<file path="src/rtl/vga_timing_pkg.sv">
// Shared VGA timing constants and the vertical phase type.
// Imported by the horizontal counter and by vert_timing.
package vga_timing_pkg;

  localparam int unsigned H_LAST   = 799;
  localparam int unsigned H_START  = 144;
  localparam int unsigned H_ACTIVE = 640;

  localparam int unsigned V_SYNC   = 2;
  localparam int unsigned V_BP     = 33;
  localparam int unsigned V_ACTIVE = 480;
  localparam int unsigned V_FP     = 10;

  localparam int unsigned V_TOTAL     = V_SYNC + V_BP + V_ACTIVE + V_FP;
  localparam int unsigned V_ACT_START = V_SYNC + V_BP;
  localparam int unsigned V_FP_START  = V_ACT_START + V_ACTIVE;

  localparam int unsigned HW  = 10;
  localparam int unsigned VW  = 10;
  localparam int unsigned PYW = 9;
  localparam int unsigned FCW = 16;

  typedef enum logic [1:0] {
    SYNC   = 2'd0,
    BP     = 2'd1,
    ACTIVE = 2'd2,
    FP     = 2'd3
  } phase_t;

endpackage

</file>
<file path="src/rtl/vert_timing.sv">
// Vertical timing stage: line counter, phase FSM and a 1-cycle aligned output stage.
// Optional frame counter enabled by VERT_TIMING_FRAME_COUNT_EN.
module vert_timing
  import vga_timing_pkg::*;
(
  input  logic           clk25M,
  input  logic           reset,
  input  logic [HW-1:0]  hcount,
  input  logic           hterm,
  input  logic           hs_in,
  output logic [VW-1:0]  vcount,
  output logic           hs_out,
  output logic           VS,
  output logic           video_on,
  output logic [HW-1:0]  pixel_x,
  output logic [PYW-1:0] pixel_y,
  output logic           frame_start,
  output logic [FCW-1:0] frame_count
);

  phase_t         phase, phase_nxt;
  logic [VW-1:0]  vcount_nxt;
  logic           h_vis, vis;
  logic           vs_nxt, video_nxt, fs_nxt;
  logic [HW-1:0]  px_nxt;
  logic [PYW-1:0] py_nxt;

  // State register
  always_ff @(posedge clk25M) begin
    if (reset) begin
      vcount <= '0;
      phase  <= SYNC;
    end else begin
      vcount <= vcount_nxt;
      phase  <= phase_nxt;
    end
  end

  // Line advance and phase transitions; phase tracks the post-update vcount
  always_comb begin
    vcount_nxt = vcount;
    phase_nxt  = phase;
    if (hterm) begin
      vcount_nxt = (vcount == VW'(V_TOTAL - 1)) ? '0 : vcount + VW'(1);
    end
    case (phase)
      SYNC:    if (vcount_nxt == VW'(V_SYNC))      phase_nxt = BP;
      BP:      if (vcount_nxt == VW'(V_ACT_START)) phase_nxt = ACTIVE;
      ACTIVE:  if (vcount_nxt == VW'(V_FP_START))  phase_nxt = FP;
      FP:      if (vcount_nxt == '0)               phase_nxt = SYNC;
      default: phase_nxt = SYNC;
    endcase
  end

  // Output decode from the pre-update line state and the current pixel
  always_comb begin
    h_vis     = (hcount >= HW'(H_START)) && (hcount < HW'(H_START + H_ACTIVE));
    vis       = (phase == ACTIVE) && h_vis;
    vs_nxt    = (phase == SYNC);
    video_nxt = vis;
    px_nxt    = '0;
    py_nxt    = '0;
    if (vis) begin
      px_nxt = hcount - HW'(H_START);
      py_nxt = PYW'(vcount - VW'(V_ACT_START));
    end
    fs_nxt = hterm && (vcount == VW'(V_TOTAL - 1));
  end

  // Output register stage keeps HS, VS and video_on aligned to the pixel
  always_ff @(posedge clk25M) begin
    if (reset) begin
      hs_out      <= 1'b0;
      VS          <= 1'b0;
      video_on    <= 1'b0;
      pixel_x     <= '0;
      pixel_y     <= '0;
      frame_start <= 1'b0;
    end else begin
      hs_out      <= hs_in;
      VS          <= vs_nxt;
      video_on    <= video_nxt;
      pixel_x     <= px_nxt;
      pixel_y     <= py_nxt;
      frame_start <= fs_nxt;
    end
  end

`ifdef VERT_TIMING_FRAME_COUNT_EN
  logic [FCW-1:0] frame_cnt_q;

  always_ff @(posedge clk25M) begin
    if (reset) begin
      frame_cnt_q <= '0;
    end else if (frame_start) begin
      frame_cnt_q <= frame_cnt_q + FCW'(1);
    end
  end

  assign frame_count = frame_cnt_q;
`else
  assign frame_count = '0;
`endif

endmodule

</file>
<file path="config.mk">
export PLATFORM = sky130hd
export DESIGN_NAME = vert_timing
export DESIGN_NICKNAME = d
export VERILOG_FILES = /design/src/rtl/vga_timing_pkg.sv /design/src/rtl/vert_timing.sv
export SDC_FILE = /design/constraint.sdc
export NUM_CORES = 1
export LEC_CHECK = 0
export CAP_MARGIN = 20
export CORE_ASPECT_RATIO = 2
export CORE_MARGIN = 2
export CORE_UTILIZATION = 51
export CTS_BUF_LIST = sky130_fd_sc_hd__clkbuf_8
export DETAILED_ROUTE_END_ITERATION = 8
export GPL_TIMING_DRIVEN = 0
export PLACE_DENSITY_LB_ADDON = 0.08
export SLEW_MARGIN = 20
export SYNTH_ARGS = -nofsm -noshare
export SYNTH_HDL_FRONTEND = slang
export SYNTH_SLANG_ARGS = --single-unit
export TNS_END_PERCENT = 1
</file>
<file path="constraint.sdc">
create_clock -name clk25M -period 4.3 [get_ports clk25M]
set_input_delay 0.645 -clock clk25M [delete_from_list [all_inputs] [get_ports clk25M]]
set_output_delay 0.645 -clock clk25M [all_outputs]
set_load 0.03 [all_outputs]
</file>
# Yosys cells after proc, flatten, opt, wreduce, memory -nomap -nowiden
# Index checks and enable logic that the tools add are counted.
# op_classes
n_reduce_logical	7
bitwise_logic	1
mux	7
magnitude_cmp	2
add_sub_neg	3
eq_ne	11
# ops
cell	n
$eq A10 B10 Y1 const B	2
$mux W10	2
$add A10 B1 Y10 const B	1
$eq A10 B2 Y1 const B	1
$eq A10 B6 Y1 const B	1
$ge A10 B8 Y1 const B	1
$logic_not A10 Y1	1
$lt A10 B10 Y1 const B	1
$sub A10 B8 Y10 const B	1
$sub A9 B6 Y9 const B	1
$mux W2	4
$pmux W2 S4	1
$ne A2 B2 Y1 const B	3
$eq A2 B2 Y1 const B	2
$reduce_and A4 Y1	1
$logic_and A1 B1 Y1	3
$eq A2 B1 Y1 const B	1
$logic_not A2 Y1	1
$ne A2 B1 Y1 const B	1
$reduce_or A2 Y1	1
$not A1 Y1	1
# word_totals
out_inout_bits	49
regBits	35
wordCells	39
input_bits	14

# Depth between registers and ports, before layout
# logic_depth
ltp_word	6
ltp_mapped	10
mapped_depth_nobuf	9

# Least setup slack after synthesis
# No wires, ideal clock.
# synth_path
path_type	register -> register
startpoint	register vcount[0]
endpoint	register phase[0]
slack_ns	1.761
setup_time_ns	0.079
path_buffers	0
arrival_time_ns	2.459
path_stages_with_launch	9
path_cell_list	dfxtp_1 ha_1 and4_4 and3_4 mux2_4 o32ai_2 o21ai_1 and3_4 a211oi_2
# synth_between
elab_chain_cells	6
# synth_lines
item	line_no	rtl
start, declared	vert_timing.sv:11	output logic [VW-1:0] vcount,
start signal, assigned	vert_timing.sv:34	vcount <= vcount_nxt;
$add A10 B1 Y10 / $eq A10 B10 Y1 (equally long branches)	vert_timing.sv:44	vcount_nxt = (vcount == VW'(V_TOTAL - 1)) ? '0 : vcount + VW'(1);
$mux W10	vert_timing.sv:44	
$mux W10 *	vert_timing.sv:43	if (hterm) begin
$eq A10 B10 Y1, or another cell as far along	vert_timing.sv:49	ACTIVE: if (vcount_nxt == VW'(V_FP_START)) phase_nxt = FP;
$ne A2 B2 Y1 (no line) / $ne A2 B1 Y1 (equally long branches)	-	
$reduce_and A4 Y1 (no line) *	-	
end signal, assigned	vert_timing.sv:35	phase <= phase_nxt;
end, declared	vert_timing.sv:21	phase_t phase, phase_nxt;
# Every way passes the cells marked *; elsewhere a longest branch is shown, timed or not.
# A chain may end at the register's enable or synchronous reset.

# Final worst setup path
# layout_path
startpoint	input port hterm
endpoint	register phase[0]
# layout_between
elab_chain_cells	4
# layout_lines
item	line_no	rtl
start, declared	vert_timing.sv:9	input logic hterm,
$mux W10 *	vert_timing.sv:43	
$eq A10 B10 Y1, or another cell as far along	vert_timing.sv:49	
$ne A2 B2 Y1 (no line) / $ne A2 B1 Y1 (equally long branches)	-	
$reduce_and A4 Y1 (no line) *	-	
# Marks and branches as above.

==> impl_metrics.toml <==
[status]
status = "complete, no violations"

[cells_and_area]
fin_util_pct = 72.55
final_cells = 334
layout_common_cells = "clkdlybuf4s50_1 (46), dfxtp_1 (35), nor2_1 (31)"
nets = 306
final_common_cell = "clkdlybuf4s50_1"
area_growth_pct = 35.69
drive_gt1_share_pct = 17.89
antenna_cells = 0

[yosys]
synth_cells = 216
synth_edf_count = 0
seq_area_frac_synth_pct = 35.94
ys_types = 51
synth-seq-cells = 35
syn_area_sq_um = 1949
ys.flop_type = "dfxtp_1"
ys_async_sr_fraction_pct = 0
ys.warnings.count = 0
syn_avg_cell_area_sq_um = 9.025

[placement]
place.gp.congestion = 0.8761
hpwl_mm = 3.313
dp_cells = 326
portBuffers = 46

[timing]
fin_skew_ns = 0.002217
fin_crit_ns = 2.697
tns_ns = 0
rsz0062_at_grt = "no"
period_share_pct = 62.71
tightest_slew_ns = 0.5503
setup_viol = 0
maxSlewHeadroom_pct = 63.31
timing.fmax_mhz = 370.9
hold_viol = 0
maxSlewViolCount = 0

[routing]
wirelength_mm = 4.169
route.detailed.drc = 0
via_count = 1630
post_drt_via_cell_ratio = 4.880
dr.pass1.iters = 4
avgRoutedWirePerCell_um = 12.48
drtIter0Drc = 31
antenna_left = 0

[global_route]
grtUsageTotal_pct = 21.16
antenna_found_initial = 0
grt_overflow = 0
grt_pass1_vias = 1591
grt_start_max_net_pins = 12
grt_pass1_wl_mm = 6.810

[worst_setup_path]
cp-start-kind = "primary input"
worstSetupPathType = "in2reg"
cp_max_fo = 10
arrival_ns = 2.85
endpoint_kind = "flop"
rr_worst_depth = 8
required_ns = 4.45

[clock_tree]
clk_latency_ns = 0.28
cts_buffer_depth = 2
cts_tree = "done"
post_cts_buffers = 0
root_buffer = "clkbuf_8"
cts_inserted_buffers = 5
path_clk_slew_ns = 0.07
post_cts_resized = 0
h-tree-depth = 2
clkSinkCount = 35
cts_hold_buf = 0

[floorplanning]
io_pins = 63
coreArea_sq_um = 3646
initial_core_util_pct = 53.47
die_h_um = 91.43
dieWidth_um = 47.72
rows = 31
die_area_sq_um = 4363

[power_and_ir_drop]
p_leak_nw = 1.128
p_sw_w = 0.0002897
p_per_area_nw_per_um2 = 360.0
peakVddDrop_v = 0.0002878
combPwrFrac_pct = 30.0
sw_frac_of_total_pct = 30.42
p_seq_share_pct = 38.2
p_clk_share_pct = 31.8
intPower_w = 0.0006626

[hold_path]
hold_class = "reg2reg"
hold_path_depth = 2

[run]
maxCapViolCount = 0
## registers in the layout, indices dropped and copies added (netlist names)
| signal | flops |
|---|---|
| pixel_x | 10 |
| pixel_y | 9 |
| hs_out | 1 |
| video_on | 1 |
| frame_start | 1 |
| phase | 2 |
| vcount | 10 |
| VS | 1 |
## critical path, stage by stage
cell	delay (ns)
clkdlybuf4s50_1	0.50
buf_6	0.16
nand4_4	0.16
nor3_2	0.25
xnor2_1	0.29
a31oi_2	0.20
o32ai_4	0.34
and3_4	0.25
a211oi_2	0.06
## metrics by stage
stage                     cell area, sq um  hold slack [ns]  setup slack [ns]  power (W)
after global routing                  2645           0.5928             1.472  0.0009967
after global placement                2527           0.5531             1.366  0.0006532
after CTS                             2645           0.5708             1.612  0.0009608
after floorplan                       2006           0.5147             1.761  0.0005780
after detailed placement              2527           0.5591             1.320  0.0006572
final                                 2645           0.5678             1.604  0.0009523
## power groups by stage
stage	clock network [W]	logic (W)	registers [W]
after floorplan	0	0.000173	0.000405
after global placement	0	0.000282	0.000371
after detailed placement	0	0.000286	0.000372
after CTS	0.000310	0.000287	0.000364
after global routing	0.000320	0.000309	0.000367
final	0.000303	0.000286	0.000364
## final timing paths
check                  from        to  slack, ns
setup / recovery      hterm  phase[0]       1.60
hold / removal     phase[1]  phase[1]       0.57
setup reg to reg  vcount[1]  phase[1]       1.66
hold reg to reg    phase[1]  phase[1]       0.57
## cell usage after synthesis, types with 2 or more instances
cell type,n,area [sq um]
clkbuf_1,3,11.26
and2_1,5,31.28
nor4_1,2,12.51
inv_1,8,30.03
o211ai_1,2,15.01
a31oi_2,2,25.02
o21ai_1,2,10.01
and3_4,2,22.52
a21oi_1,5,25.02
buf_6,4,45.04
nand2b_1,2,12.51
nor2b_1,4,25.02
o21ai_0,3,15.01
nand4_1,4,25.02
nor3b_1,2,15.01
nand3_1,5,25.02
dfxtp_1,35,700.7
buf_2,2,10.01
xnor2_1,13,113.9
nor2_1,31,116.4
nand2_1,13,48.80
buf_4,19,142.6
and4_1,2,17.52
nand3b_1,2,15.01
nor3_1,6,30.03
ha_1,8,100.1
xor2_1,6,52.55
## cell type report
| class | instances | area [sq um] |
|---|---|---|
| Clock buffer | 6 | 82.58 |
| Buffer | 28 | 209.0 |
| Clock inverter | 2 | 35.03 |
| Inverter | 8 | 30.03 |
| Fill cell | 339 | 1001 |
| Timing Repair Buffer | 46 | 460.4 |
| Multi-Input combinational cell | 160 | 1066 |
| Tap cell | 49 | 61.31 |
| Sequential cell | 35 | 700.7 |
## cell families (layout without fill, tap and decap cells)
group                      after synthesis  in the layout  share of synthesized area (%)
xor gates and xnor gates                19             19                          8.537
muxes                                    2              2                          1.283
adders and majority gates                8              8                          5.135
and+or+nand+nor                         92             92                          26.64
other                                    1             16                         0.1924
DFF                                     35             35                          35.94
AOI/OAI and AO/OA                       23             23                          10.01
buffers and inverters                   36             90                          12.26
## metal layers
metal / GRT usage, % / vias to the layer above / part of all wire (%)
li1: - / 831 / -
met1: 19.26 / 739 / 34
met2: 40.33 / 50 / 59
met3: 2.982 / 10 / 4.1
met4: 9.459 / 0 / 3.0
met5: 0 / - / 0
(Power assumes the default switching activity.)
